--- src/rtl/dmem_access_arbiter_if.sv ---
// Requester-side bus of the data-memory arbiter. One instance is used for the
// CPU load/store path and one for the debug/loader port.
//
// Handshake: the requester raises req together with we/addr/wdata and keeps
// all four stable until it sees gnt high in the same cycle. Each gnt is one
// completed access. A read returns rdata with rvalid high for exactly one
// cycle, the cycle after its gnt. Dropping req before gnt cancels the request
// and nothing is issued.
//
// Signals:
//   req    requester -> arbiter  access request
//   we     requester -> arbiter  1 = write/store, 0 = read/load
//   addr   requester -> arbiter  word address
//   wdata  requester -> arbiter  write data
//   gnt    arbiter -> requester  access performed this cycle
//   rvalid arbiter -> requester  read data valid (one cycle)
//   rdata  arbiter -> requester  registered read data
interface dmem_access_arbiter_if #(
    parameter int WIDTH      = 32,
    parameter int ADDR_WIDTH = 5
);
    logic                  req;
    logic                  we;
    logic [ADDR_WIDTH-1:0] addr;
    logic [WIDTH-1:0]      wdata;
    logic                  gnt;
    logic                  rvalid;
    logic [WIDTH-1:0]      rdata;

    modport master (output req, we, addr, wdata, input gnt, rvalid, rdata);
    modport slave  (input req, we, addr, wdata, output gnt, rvalid, rdata);
endinterface

--- src/rtl/dmem_access_arbiter.sv ---
// Shares a single-port data memory (combinational read, clocked write)
// between the CPU load/store path and a debug/loader port. The CPU has
// priority; a debug request denied MAX_WAIT cycles in a row is force-granted
// once. A debug grant taken with dbg_lock = 1 keeps ownership (CPU blocked)
// until dbg_lock or dbg_req drops.
//
// Optional feature: define DMEM_ARB_STATS_EN to add conflict_cnt, a 16-bit
// saturating count of cycles in which both requesters were asking.
//
// Ports:
//   clk, rst_n     clock (rising edge), asynchronous active-low reset
//   cpu            CPU requester bus (slave side)
//   dbg            debug requester bus (slave side)
//   dbg_lock       hold debug ownership across back-to-back accesses
//   mem_we/addr/wdata  memory write enable, address, write data (0 when idle)
//   mem_rdata      combinational read data from memory
//   fsm_state      1 while the debug port holds the lock
//   conflict_cnt   (DMEM_ARB_STATS_EN only) simultaneous-request cycle count
module dmem_access_arbiter #(
    parameter int WIDTH      = 32,
    parameter int ADDR_WIDTH = 5,
    parameter int MAX_WAIT   = 4
) (
    input  logic                  clk,
    input  logic                  rst_n,
    dmem_access_arbiter_if.slave  cpu,
    dmem_access_arbiter_if.slave  dbg,
    input  logic                  dbg_lock,
    output logic                  mem_we,
    output logic [ADDR_WIDTH-1:0] mem_addr,
    output logic [WIDTH-1:0]      mem_wdata,
    input  logic [WIDTH-1:0]      mem_rdata,
    output logic                  fsm_state
`ifdef DMEM_ARB_STATS_EN
    ,
    output logic [15:0]           conflict_cnt
`endif
);

    typedef enum logic {
        IDLE       = 1'b0,
        DBG_LOCKED = 1'b1
    } state_t;

    localparam logic [3:0] WAIT_LIMIT = 4'(MAX_WAIT);

    state_t          state;
    logic [3:0]      wait_cnt;
    logic            cpu_win;
    logic            dbg_win;
    logic            cpu_rvalid_q;
    logic            dbg_rvalid_q;
    logic [WIDTH-1:0] cpu_rdata_q;
    logic [WIDTH-1:0] dbg_rdata_q;

    // CPU wins unless the debug port owns the memory or has been starved
    // for MAX_WAIT cycles; debug takes every cycle the CPU does not.
    always_comb begin
        cpu_win = (state == IDLE) && cpu.req && (wait_cnt < WAIT_LIMIT);
        dbg_win = dbg.req && !cpu_win;
    end

    always_comb begin
        mem_we    = 1'b0;
        mem_addr  = '0;
        mem_wdata = '0;
        if (cpu_win) begin
            mem_we    = cpu.we;
            mem_addr  = cpu.addr;
            mem_wdata = cpu.wdata;
        end else if (dbg_win) begin
            mem_we    = dbg.we;
            mem_addr  = dbg.addr;
            mem_wdata = dbg.wdata;
        end
    end

    always_ff @(posedge clk or negedge rst_n) begin
        if (!rst_n) begin
            state        <= IDLE;
            wait_cnt     <= '0;
            cpu_rvalid_q <= 1'b0;
            dbg_rvalid_q <= 1'b0;
            cpu_rdata_q  <= '0;
            dbg_rdata_q  <= '0;
        end else begin
            case (state)
                IDLE:       if (dbg_win && dbg_lock) state <= DBG_LOCKED;
                DBG_LOCKED: if (!dbg_lock || !dbg.req) state <= IDLE;
            endcase

            // Counts consecutive denied debug cycles; saturates at the limit.
            if (!dbg.req || dbg_win) begin
                wait_cnt <= '0;
            end else if (wait_cnt < WAIT_LIMIT) begin
                wait_cnt <= wait_cnt + 4'd1;
            end

            cpu_rvalid_q <= cpu_win && !cpu.we;
            dbg_rvalid_q <= dbg_win && !dbg.we;
            if (cpu_win && !cpu.we) cpu_rdata_q <= mem_rdata;
            if (dbg_win && !dbg.we) dbg_rdata_q <= mem_rdata;
        end
    end

    assign cpu.gnt    = cpu_win;
    assign dbg.gnt    = dbg_win;
    assign cpu.rvalid = cpu_rvalid_q;
    assign dbg.rvalid = dbg_rvalid_q;
    assign cpu.rdata  = cpu_rdata_q;
    assign dbg.rdata  = dbg_rdata_q;
    assign fsm_state  = (state == DBG_LOCKED);

`ifdef DMEM_ARB_STATS_EN
    always_ff @(posedge clk or negedge rst_n) begin
        if (!rst_n) begin
            conflict_cnt <= '0;
        end else if (cpu.req && dbg.req && (conflict_cnt != 16'hFFFF)) begin
            conflict_cnt <= conflict_cnt + 16'd1;
        end
    end
`endif

endmodule

--- src/flat_wrapper.sv ---
// flat-port wrapper written by rule: the top's interface ports become plain ports
module dmem_access_arbiter_flat 
#(
    parameter int WIDTH      = 32,
    parameter int ADDR_WIDTH = 5,
    parameter int MAX_WAIT   = 4
)
  (clk, rst_n, dbg_lock, mem_we, mem_addr, mem_wdata, mem_rdata, fsm_state, cpu_req, cpu_we, cpu_addr, cpu_wdata, cpu_gnt, cpu_rvalid, cpu_rdata, dbg_req, dbg_we, dbg_addr, dbg_wdata, dbg_gnt, dbg_rvalid, dbg_rdata);
  dmem_access_arbiter_if #(.WIDTH(WIDTH), .ADDR_WIDTH(ADDR_WIDTH)) cpu_i ();
  dmem_access_arbiter_if #(.WIDTH(WIDTH), .ADDR_WIDTH(ADDR_WIDTH)) dbg_i ();
  input  logic clk;
  input  logic rst_n;
  input  logic dbg_lock;
  output logic mem_we;
  output logic [ADDR_WIDTH-1:0] mem_addr;
  output logic [WIDTH-1:0] mem_wdata;
  input  logic [WIDTH-1:0] mem_rdata;
  output logic fsm_state;
  input wire logic [$bits(cpu_i.req)-1:0] cpu_req;
  input wire logic [$bits(cpu_i.we)-1:0] cpu_we;
  input wire logic [$bits(cpu_i.addr)-1:0] cpu_addr;
  input wire logic [$bits(cpu_i.wdata)-1:0] cpu_wdata;
  output wire logic [$bits(cpu_i.gnt)-1:0] cpu_gnt;
  output wire logic [$bits(cpu_i.rvalid)-1:0] cpu_rvalid;
  output wire logic [$bits(cpu_i.rdata)-1:0] cpu_rdata;
  input wire logic [$bits(dbg_i.req)-1:0] dbg_req;
  input wire logic [$bits(dbg_i.we)-1:0] dbg_we;
  input wire logic [$bits(dbg_i.addr)-1:0] dbg_addr;
  input wire logic [$bits(dbg_i.wdata)-1:0] dbg_wdata;
  output wire logic [$bits(dbg_i.gnt)-1:0] dbg_gnt;
  output wire logic [$bits(dbg_i.rvalid)-1:0] dbg_rvalid;
  output wire logic [$bits(dbg_i.rdata)-1:0] dbg_rdata;
  assign cpu_i.req = cpu_req;
  assign cpu_i.we = cpu_we;
  assign cpu_i.addr = cpu_addr;
  assign cpu_i.wdata = cpu_wdata;
  assign cpu_gnt = cpu_i.gnt;
  assign cpu_rvalid = cpu_i.rvalid;
  assign cpu_rdata = cpu_i.rdata;
  assign dbg_i.req = dbg_req;
  assign dbg_i.we = dbg_we;
  assign dbg_i.addr = dbg_addr;
  assign dbg_i.wdata = dbg_wdata;
  assign dbg_gnt = dbg_i.gnt;
  assign dbg_rvalid = dbg_i.rvalid;
  assign dbg_rdata = dbg_i.rdata;
  dmem_access_arbiter #(.WIDTH(WIDTH), .ADDR_WIDTH(ADDR_WIDTH), .MAX_WAIT(MAX_WAIT)) u_core (.clk(clk), .rst_n(rst_n), .cpu(cpu_i), .dbg(dbg_i), .dbg_lock(dbg_lock), .mem_we(mem_we), .mem_addr(mem_addr), .mem_wdata(mem_wdata), .mem_rdata(mem_rdata), .fsm_state(fsm_state));
endmodule
--- config.mk ---
export PLATFORM = sky130hd
export DESIGN_NAME = dmem_access_arbiter_flat
export DESIGN_NICKNAME = d
export VERILOG_FILES = /design/src/rtl/dmem_access_arbiter_if.sv /design/src/rtl/dmem_access_arbiter.sv /design/src/flat_wrapper.sv
export SDC_FILE = /design/constraint.sdc
export NUM_CORES = 1
export LEC_CHECK = 0
export ABC_AREA = 1
export BUFFER_PORTS_ARGS = -buffer_cell sky130_fd_sc_hd__buf_2
export CORE_ASPECT_RATIO = 1.2
export CORE_MARGIN = 5
export CORE_UTILIZATION = 42
export CTS_CLUSTER_DIAMETER = 80
export CTS_CLUSTER_SIZE = 16
export DETAILED_ROUTE_END_ITERATION = 10
export GPL_TIMING_DRIVEN = 0
export PLACE_DENSITY_LB_ADDON = 0.3
export SYNTH_ARGS = -nofsm -noshare
export SYNTH_HDL_FRONTEND = slang
export SYNTH_SLANG_ARGS = --single-unit
export TNS_END_PERCENT = 10
--- constraint.sdc ---
create_clock -name clk -period 1.9 [get_ports clk]
set_input_delay 0.57 -clock clk [delete_from_list [all_inputs] [get_ports clk]]
set_output_delay 0.57 -clock clk [all_outputs]
set_load 0.01 [all_outputs]
==> results of run 1 <==
layout make-up:
cell class	instances	area [sq um]
Sequential cell	71	1780
Fill cell	672	2730
Inverter	9	36.3
Tap cell	92	115
Clock inverter	6	93.8
Multi-Input combinational cell	318	1410
Timing Repair Buffer	228	1230
Clock buffer	9	124
Buffer	26	196
worst max-delay path, cell delays in order (launching register included):
cell and delay [ns]:
dfrtp_1 0.40, nor2_4 0.15, nand2_4 0.08, nand2_4 0.07, inv_4 0.03, buf_8 0.13
buf_6 0.13, nand2_2 0.07, nand2_2 0.05, buf_6 0.12
cell families (layout without fill, tap and decap cells):
kind of cell,count (synthesis),count (layout),synth area share (%)
AOI/OAI and AO/OA,1,1,0.151
xor gates and xnor gates,1,1,0.264
adders and majority gates,1,1,0.378
buffers and inverters,37,278,6.54
DFF,71,71,53.6
other,1,1,0.113
and+or+nand+nor,314,314,38.9
through the flow:
step / worst slack (ns) / instance area [sq um] / power (mW) / util [%]
CTS: -0.340 / 4870 / 4.34 / 63.1
floorplan: 0.0479 / 3310 / 2.39 / -
global placement: -0.373 / 4520 / 2.93 / 58.6
detailed placement: -0.390 / 4520 / 2.96 / 58.7
finish: -0.248 / 4980 / 4.32 / 64.6
global route: -0.366 / 4980 / 4.59 / 64.6
worst min-delay path by stage:
stage | start | to | slack (ns)
floorplan | rst_n | u_core.cpu.rdata[0] | 0.27
global placement | u_core.wait_cnt[0] | u_core.wait_cnt[0] | 0.43
detailed placement | u_core.wait_cnt[0] | u_core.wait_cnt[0] | 0.43
CTS | rst_n | u_core.dbg.rvalid | 0.38
global route | rst_n | u_core.cpu.rdata[14] | 0.41
finish | rst_n | u_core.cpu.rdata[17] | 0.34
cells in the final DEF (no fill, tap or decap):
cell type   synthesis  final
xnor2_1             1      1
buf_2               8    217
inv_1               7      5
nor2_1              2      1
clkinvlp_4          0      1
bufinv_16           0      2
inv_4               0      1
nor3b_1             1      1
nor3_1              2      2
clkinv_1            1      1
buf_4               4      7
conb_1              1      1
inv_2               1      2
nand2_1           274    250
ha_1                1      1
dfrtp_1            71     71
clkbuf_1            9      8
clkinv_4            0      2
buf_6               7     20
o21ai_0             1      1
buf_8               0      2
nand4_1            32     32
nor2_4              0      2
nand3b_4            0      1
nand2_2             0     22
clkbuf_8            0      9
nand2_4             0      2
nand3_4             1      1
inv_6               0      1
per-layer routing:
metal / wire length (um) / vias up / global-route usage (%)
met5: 0 / - / 0
met4: 89 / 0 / 5.03
met3: 1240 / 6 / 8.81
met2: 5960 / 159 / 40.6
met1: 3900 / 1676 / 23.2
li1: - / 1794 / -
power breakdown:
part / switching [mW] / leakage [nW] / total, mW / internal (mW)
clock network: 0.595 / 0.106 / 1.34 / 0.741
logic: 0.634 / 2.07 / 1.12 / 0.489
registers: 0.123 / 0.890 / 1.87 / 1.74
state kept, by name, indices dropped and copies added (netlist names):
signal,flops
u_core.wait_cnt,4
u_core.dbg.rvalid,1
u_core.fsm_state,1
u_core.cpu.rdata,32
u_core.cpu.rvalid,1
u_core.dbg.rdata,32
what timing repair did:
item / 4_1_cts / 5_1_grt
cloned: 2 / 0
pin swaps: 2 / 7
buffers inserted: 5 / 3
gates resized for setup: 30 / 27
setup endpoints to repair: 40 / 40
==> qor.log, run 1 <==
INFO  place          dpl.cell_count=736
INFO  worst_setup_path timing.reg2reg.setup_slack=0.36ns
INFO  routing        routed-via-count=3635
INFO  logic_synthesis synth_largest_area_cell=dfrtp_1
INFO  timing         rsz0062_at_grt=yes
INFO  timing         fin_setup_tns=-7.93ns
INFO  place          post-dp-hpwl=8410um
INFO  routing        postRouteAntennaNets=0
INFO  power_and_ir_drop cellLeakagePower=3.07nW
INFO  clocking       clock_insertion_delay_worst_skew=0.34ns
INFO  clocking       ctsRootBufferMaster=clkbuf_8
INFO  timing         report.final.hold_viol_count=0
INFO  clocking       cts-hold-fix-buffers=0
INFO  clocking       cts.sink_count=71
INFO  place          gp_weighted_congestion=0.898
INFO  power_and_ir_drop peakVddDrop=0.610mV
INFO  timing         timing.clock.skew=0.0172ns
INFO  floorplanning  row_count=35
INFO  clocking       clock_tree.buffer_depth=2
INFO  worst_setup_path startpoint=u_core.wait_cnt[3]
INFO  logic_synthesis synth_top_cells_by_area=dfrtp_1 54%, nand2_1 31%, nand4_1 6.0%
INFO  worst_setup_path crit_path_end_kind=output pin
INFO  floorplanning  core-area=7710squm
INFO  cells_and_area flow.area_growth_from_synthesis=50.4%
INFO  routing        first_iter_violations=153
INFO  routing        detail_routed_net_length_per_standard_cell=14.7um
INFO  cells_and_area final_cell_count_no_fill=759
INFO  worst_setup_path timing.critical_path.to=mem_wdata[21]
INFO  worst_setup_path capture_point_of_the_worst_reg_to_reg_path=u_core.cpu.rdata[0]
INFO  routing        detail_route.first_pass.iterations=4
INFO  cells_and_area diodes=0
INFO  floorplanning  fp.dieArea=9770squm
INFO  place          buffer_ports.inserted=218
INFO  outcome        violations_in_the_final_reports=setup timing
INFO  timing         timing.max_slew.rel_slack=41.3%
INFO  run            drv_cap=0
INFO  logic_synthesis synthesis.instances=426
INFO  clocking       numCtsBuffers=9
INFO  routing        drc_violation_count_after_routing=0
INFO  logic_synthesis syn_area_per_cell=7.77squm
INFO  logic_synthesis synth.distinct_cells=20
INFO  logic_synthesis number_of_enable_type_register_cells_in_the_synthesized_netlist=0
INFO  floorplanning  io-pin-count=220
INFO  worst_setup_path path_depth_of_the_worst_reg2reg_path=7
INFO  timing         period_share=113%
INFO  timing         maxClockFrequency=466MHz
INFO  worst_hold_path hold_class=primary input to asynchronous set/reset pin
INFO  logic_synthesis sequential_fraction_of_the_synthesis_area=53.6%
INFO  power_and_ir_drop cellPowerDensity=868nW/um^2
INFO  worst_setup_path timing.critical_path.fanout_max=7
INFO  clocking       cts_tree=built
INFO  logic_synthesis post-synth-top-area-fraction=53.6%
INFO  clocking       htreeDepth=3
INFO  grt            number_of_global_route_vias_before_repair=3570
INFO  timing         layout_min_cycle_time=2.15ns
INFO  worst_setup_path worstReg2RegStart=u_core.wait_cnt[3]
INFO  grt            gr-total-overflow=0
INFO  grt            grt_pass1_wl=17500um
INFO  outcome        outcome=finished with violations
INFO  timing         timing_worst_slew_pin_value=0.881ns
INFO  logic_synthesis synthArstFlopShare=100%
INFO  logic_synthesis yosysMostFrequentCell=nand2_1
INFO  timing         timing_max_transition_violations_final=0
INFO  worst_setup_path cp_data_arrival_time=1.58ns
INFO  cells_and_area finalNetCount=777
INFO  floorplanning  die_w=91.1um
INFO  logic_synthesis mappedNetlistArea=3310squm
INFO  routing        routed_wirelength=11200um
INFO  logic_synthesis ys_dominant_reg_cell=dfrtp_1
INFO  grt            number_of_antenna_violations_at_the_first_check_in_global_routing=0
INFO  routing        viasPerCell=4.79
INFO  grt            grt_max_degree=72
INFO  worst_setup_path timing.critical_path.from_type=flip-flop
INFO  timing         setup_viol_count_final=39
INFO  timing         fin_worst_hold_slack=0.343ns
INFO  cells_and_area final_layout_size_suffix_gt1_share=43.8%
INFO  logic_synthesis synth-seq-cells=71
INFO  grt            grt_use_total=22.0%
INFO  logic_synthesis synth.net_count=540
INFO  floorplanning  starting_density_of_the_core=43.0%
INFO  floorplanning  chipHeight=107um
INFO  clocking       clock_slew_seen_by_the_registers_of_the_worst_setup_and_hold_paths=0.09ns
INFO  worst_setup_path timing.setup.critical_path_class=flip-flop to output pin
INFO  worst_setup_path crit_required=1.33ns
INFO  timing         post-route-worst-setup-slack=-0.248ns
INFO  logic_synthesis yosysWarningCount=0
INFO  logic_synthesis post_synth_most_frequent_cells=274 x nand2_1, 71 x dfrtp_1, 32 x nand4_1
Note: power is estimated with default switching activity, not from simulation.
==> run 2, diff against run 1 <==
ABC_AREA = unset   (was 1)
CORE_UTILIZATION = 40   (was 42)
SKIP_LAST_GASP = 1   (was unset)
==> qor.log, run 2 <==
INFO  logic_synthesis post_synth_most_frequent_cells=75 x nand2_1, 71 x dfrtp_1, 38 x mux2_1
INFO  logic_synthesis synthArstFlopShare=100% [unchanged]
INFO  cells_and_area final_layout_size_suffix_gt1_share=58.8% [+15 points]
INFO  logic_synthesis synth_largest_area_cell=dfrtp_1
INFO  logic_synthesis proportion_of_synthesized_area_in_mux_cells=22.5% [+23 points]
INFO  timing         report.final.hold_viol_count=0 [unchanged]
INFO  clocking       cts_tree=built
INFO  worst_setup_path number_of_buffers_and_inverters_on_the_critical_path=4 [unchanged]
INFO  power_and_ir_drop cellPowerDensity=870nW/um^2 [+0.13%]
INFO  cells_and_area diodes=0 [unchanged]
INFO  clocking       clock_slew_seen_by_the_registers_of_the_worst_setup_and_hold_paths=0.09ns [about the same]
INFO  clocking       htreeDepth=3 [unchanged]
INFO  timing         timing_max_transition_violations_final=0 [unchanged]
INFO  cells_and_area layout.cells.most_common_list=213 x buf_2, 71 x nand2_1, 71 x dfrtp_1
INFO  clocking       numCtsBuffers=9 [unchanged]
INFO  routing        postRouteAntennaNets=0 [unchanged]
INFO  place          dpl-instance-area=4500squm [-0.53%]
INFO  run            drv_cap=0 [unchanged]
INFO  worst_setup_path timing.reg2reg.setup_slack=0.03ns [-0.33 ns]
INFO  logic_synthesis mappedNetlistArea=3200squm [-3.4%]
INFO  place          gp_weighted_congestion=0.882 [-1.8%]
INFO  logic_synthesis synth-compound-area-share=5.94% [+5.8 points]
INFO  logic_synthesis synth.distinct_cells=20 [unchanged]
INFO  cells_and_area final_cell_count_no_fill=616 [-19%]
INFO  logic_synthesis yosysMostFrequentCell=nand2_1
INFO  worst_setup_path timing.critical_path.fanout_max=10 [+3]
INFO  logic_synthesis syn_area_per_cell=11.3squm [+46%]
INFO  place          pre_cts_slack=-0.627ns [-0.237 ns]
INFO  worst_setup_path crit_required=1.33ns [about the same]
INFO  logic_synthesis post-synth-top-area-fraction=55.5% [+1.9 points]
INFO  routing        detail_route.first_pass.iterations=4 [unchanged]
INFO  power_and_ir_drop sum_of_internal_switching_and_leakage_power=4.28mW [-1.1%]
INFO  worst_setup_path critical-path-max-stage-delay=0.41ns [about the same]
INFO  cells_and_area finalNetCount=633 [-19%]
INFO  worst_setup_path capture_point_of_the_worst_reg_to_reg_path=u_core.cpu.rdata[27]
INFO  logic_synthesis synthesized_area_fraction_occupied_by_xor_and_xnor_cells=0.274% [+0.0092 points]
INFO  logic_synthesis synth_top_cells_by_area=dfrtp_1 56%, mux2_1 13%, mux2_2 9.1%
INFO  logic_synthesis synth.net_count=396 [-27%]
INFO  routing        routed_wirelength=9630um [-14%]
INFO  logic_synthesis ys_dominant_reg_cell=dfrtp_1
INFO  logic_synthesis yosysWarningCount=0 [unchanged]
INFO  cells_and_area layout.cells.most_common=buf_2
INFO  worst_setup_path path_depth_of_the_worst_reg2reg_path=7 [unchanged]
INFO  worst_hold_path hold_class=primary input to asynchronous set/reset pin
INFO  worst_setup_path timing.setup.critical_path_class=flip-flop to output pin
INFO  logic_synthesis synth_simple_gate_area_share=10.9% [-28 points]
INFO  logic_synthesis synthAdderAreaFrac=0.391% [+0.013 points]
INFO  floorplanning  chipHeight=108um [+0.66%]
INFO  routing        routed-via-count=2940 [-19%]
INFO  floorplanning  io-pin-count=220 [unchanged]
INFO  place          post-dp-hpwl=7720um [-8.2%]
INFO  timing         post-route-worst-setup-slack=-0.402ns [-0.154 ns]
INFO  floorplanning  core-area=7750squm [+0.57%]
INFO  floorplanning  fp.dieArea=9900squm [+1.3%]
INFO  floorplanning  row_count=35 [unchanged]
INFO  worst_setup_path timing.critical_path.from_type=flip-flop
INFO  worst_setup_path cp_top_family=buffers and inverters
INFO  timing         timing.max_slew.rel_slack=43.0% [+1.7 points]
INFO  timing         rsz0062_at_grt=yes
INFO  clocking       ctsRootBufferMaster=clkbuf_8
INFO  grt            gr-total-overflow=0 [unchanged]
INFO  logic_synthesis number_of_enable_type_register_cells_in_the_synthesized_netlist=0 [unchanged]
INFO  clocking       clock_insertion_delay_worst_skew=0.34ns [about the same]
INFO  routing        first_iter_violations=84 [-45%]
INFO  clocking       clock_tree.buffer_depth=2 [unchanged]
INFO  grt            number_of_antenna_violations_at_the_first_check_in_global_routing=0 [unchanged]
INFO  timing         maxClockFrequency=434MHz [-6.7%]
INFO  clocking       cts-hold-fix-buffers=0 [unchanged]
INFO  outcome        violations_in_the_final_reports=setup timing
INFO  worst_setup_path worstReg2RegStart=u_core.wait_cnt[2]
INFO  cells_and_area finalInstanceArea=4920squm [-1.3%]
INFO  timing         layout_min_cycle_time=2.30ns [+0.154 ns]
INFO  grt            grt_pass1_wl=14800um [-16%]
INFO  routing        detail_routed_net_length_per_standard_cell=15.6um [+6.0%]
INFO  timing         timing.clock.skew=0.0181ns [+0.000878 ns]
INFO  floorplanning  starting_density_of_the_core=41.3% [-1.7 points]
INFO  clocking       cts.sink_count=71 [unchanged]
INFO  worst_setup_path cp_data_arrival_time=1.73ns [+0.15 ns]
INFO  outcome        outcome=finished with violations
INFO  power_and_ir_drop cellLeakagePower=2.56nW [-17%]
INFO  timing         setup_viol_count_final=40 [+2.6%]
INFO  logic_synthesis synth-seq-cells=71 [unchanged]
INFO  logic_synthesis sequential_fraction_of_the_synthesis_area=55.5% [+1.9 points]
INFO  logic_synthesis synth_top_family_by_area=multiplexers
INFO  timing         period_share=121% [+8.1 points]
INFO  routing        drc_violation_count_after_routing=0 [unchanged]
INFO  worst_setup_path crit_path_top_delay_cell=dfrtp_1
INFO  timing         timing_worst_slew_pin_value=0.855ns [-0.0257 ns]
INFO  place          buffer_ports.inserted=218 [unchanged]
INFO  grt            number_of_global_route_vias_before_repair=3057 [-14%]
INFO  logic_synthesis synthesis.instances=282 [-34%]
INFO  place          dpl.cell_count=592 [-20%]
INFO  floorplanning  die_w=91.7um [+0.65%]
INFO  routing        viasPerCell=4.77 [-0.34%]
INFO  worst_setup_path crit_path_end_kind=output pin
INFO  worst_setup_path crit_chain=nor4b_4, buf_6, clkbuf_16, buf_8, nand2_1, o21ai_2, buf_2
INFO  cells_and_area flow.area_growth_from_synthesis=53.6%
INFO  power_and_ir_drop peakVddDrop=0.290mV [-52%]
INFO  grt            grt_use_total=19.1% [-2.9 points]
INFO  grt            grt_max_degree=72 [unchanged]
## run 2: layer usage
| layer | GRT usage (%) | vias up | part of all wire [%] |
|---|---|---|---|
| li1 | - | 1425 | - |
| met1 | 21.4 | 1349 | 38 |
| met2 | 33.7 | 156 | 51 |
| met3 | 6.54 | 10 | 10 |
| met4 | 6.47 | 0 | 1.3 |
| met5 | 0 | - | 0 |
## run 2: worst max-delay path by stage
stage                             startpoint             to  slack, ns  cells past startpoint
after floorplan                      cpu_req  mem_wdata[10]      -0.08                      5
after global placement               cpu_req   mem_wdata[7]      -0.59                      7
after detailed placement             cpu_req   mem_wdata[7]      -0.63                      7
after CTS                 u_core.wait_cnt[3]  mem_wdata[13]      -0.42                      7
after global routing      u_core.wait_cnt[2]  mem_wdata[18]      -0.51                      7
final                     u_core.wait_cnt[2]  mem_wdata[21]      -0.40                      7
## run 2: area by class of cell
type	instances	area (sq um)
plain buffers	21	240
clock buffers	12	145
clock inverters	4	55.1
fillers	681	2830
inverters	1	3.75
multi-input cells	189	1380
flip-flops and latches	71	1780
well taps	92	115
repair buffers	226	1200
## run 2: cell families (layout without fill, tap and decap cells)
family                     count (synthesis)  after routing
and+or+nand+nor                           84             84
muxes                                     64             64
xor gates and xnor gates                   1              1
other                                      1              1
buffers and inverters                     22            264
AOI/OAI and AO/OA                         38             38
DFF                                       71             71
adders and majority gates                  1              1
## run 2: worst reg2reg max path, cell delays in order, from the launching register on
cell,delay (ns)
dfrtp_1,0.41
nor4b_4,0.27
buf_6,0.17
nor2b_1,0.13
buf_4,0.13
buf_4,0.16
buf_6,0.17
mux2_1,0.34
## run 2: per-stage QoR
step	hold slack, ns	utilization, %	setup TNS [ns]
detailed placement	0.436	58.0	-30.45
global placement	0.419	58.0	-30.53
floorplan	0.274	-	-2.86
CTS	0.372	63.4	-14.97
global route	0.414	63.4	-20.62
finish	0.337	63.4	-13.75
## run 2: where the power goes
group	switching [mW]	total, mW	internal, mW	leakage [nW]
sequential	0.122	1.91	1.78	0.848
combinational	0.585	1.17	0.588	1.61
clock	0.549	1.20	0.648	0.0968
total	1.26	4.28	3.02	2.56
## run 2: timing repair
| item | CTS | global route |
|---|---|---|
| resized for setup | 34 | 5 |
| buffers inserted | 7 | 0 |
| pin swaps | 3 | 0 |
| setup endpoints to repair | 97 | 68 |
| gates cloned | 1 | 0 |
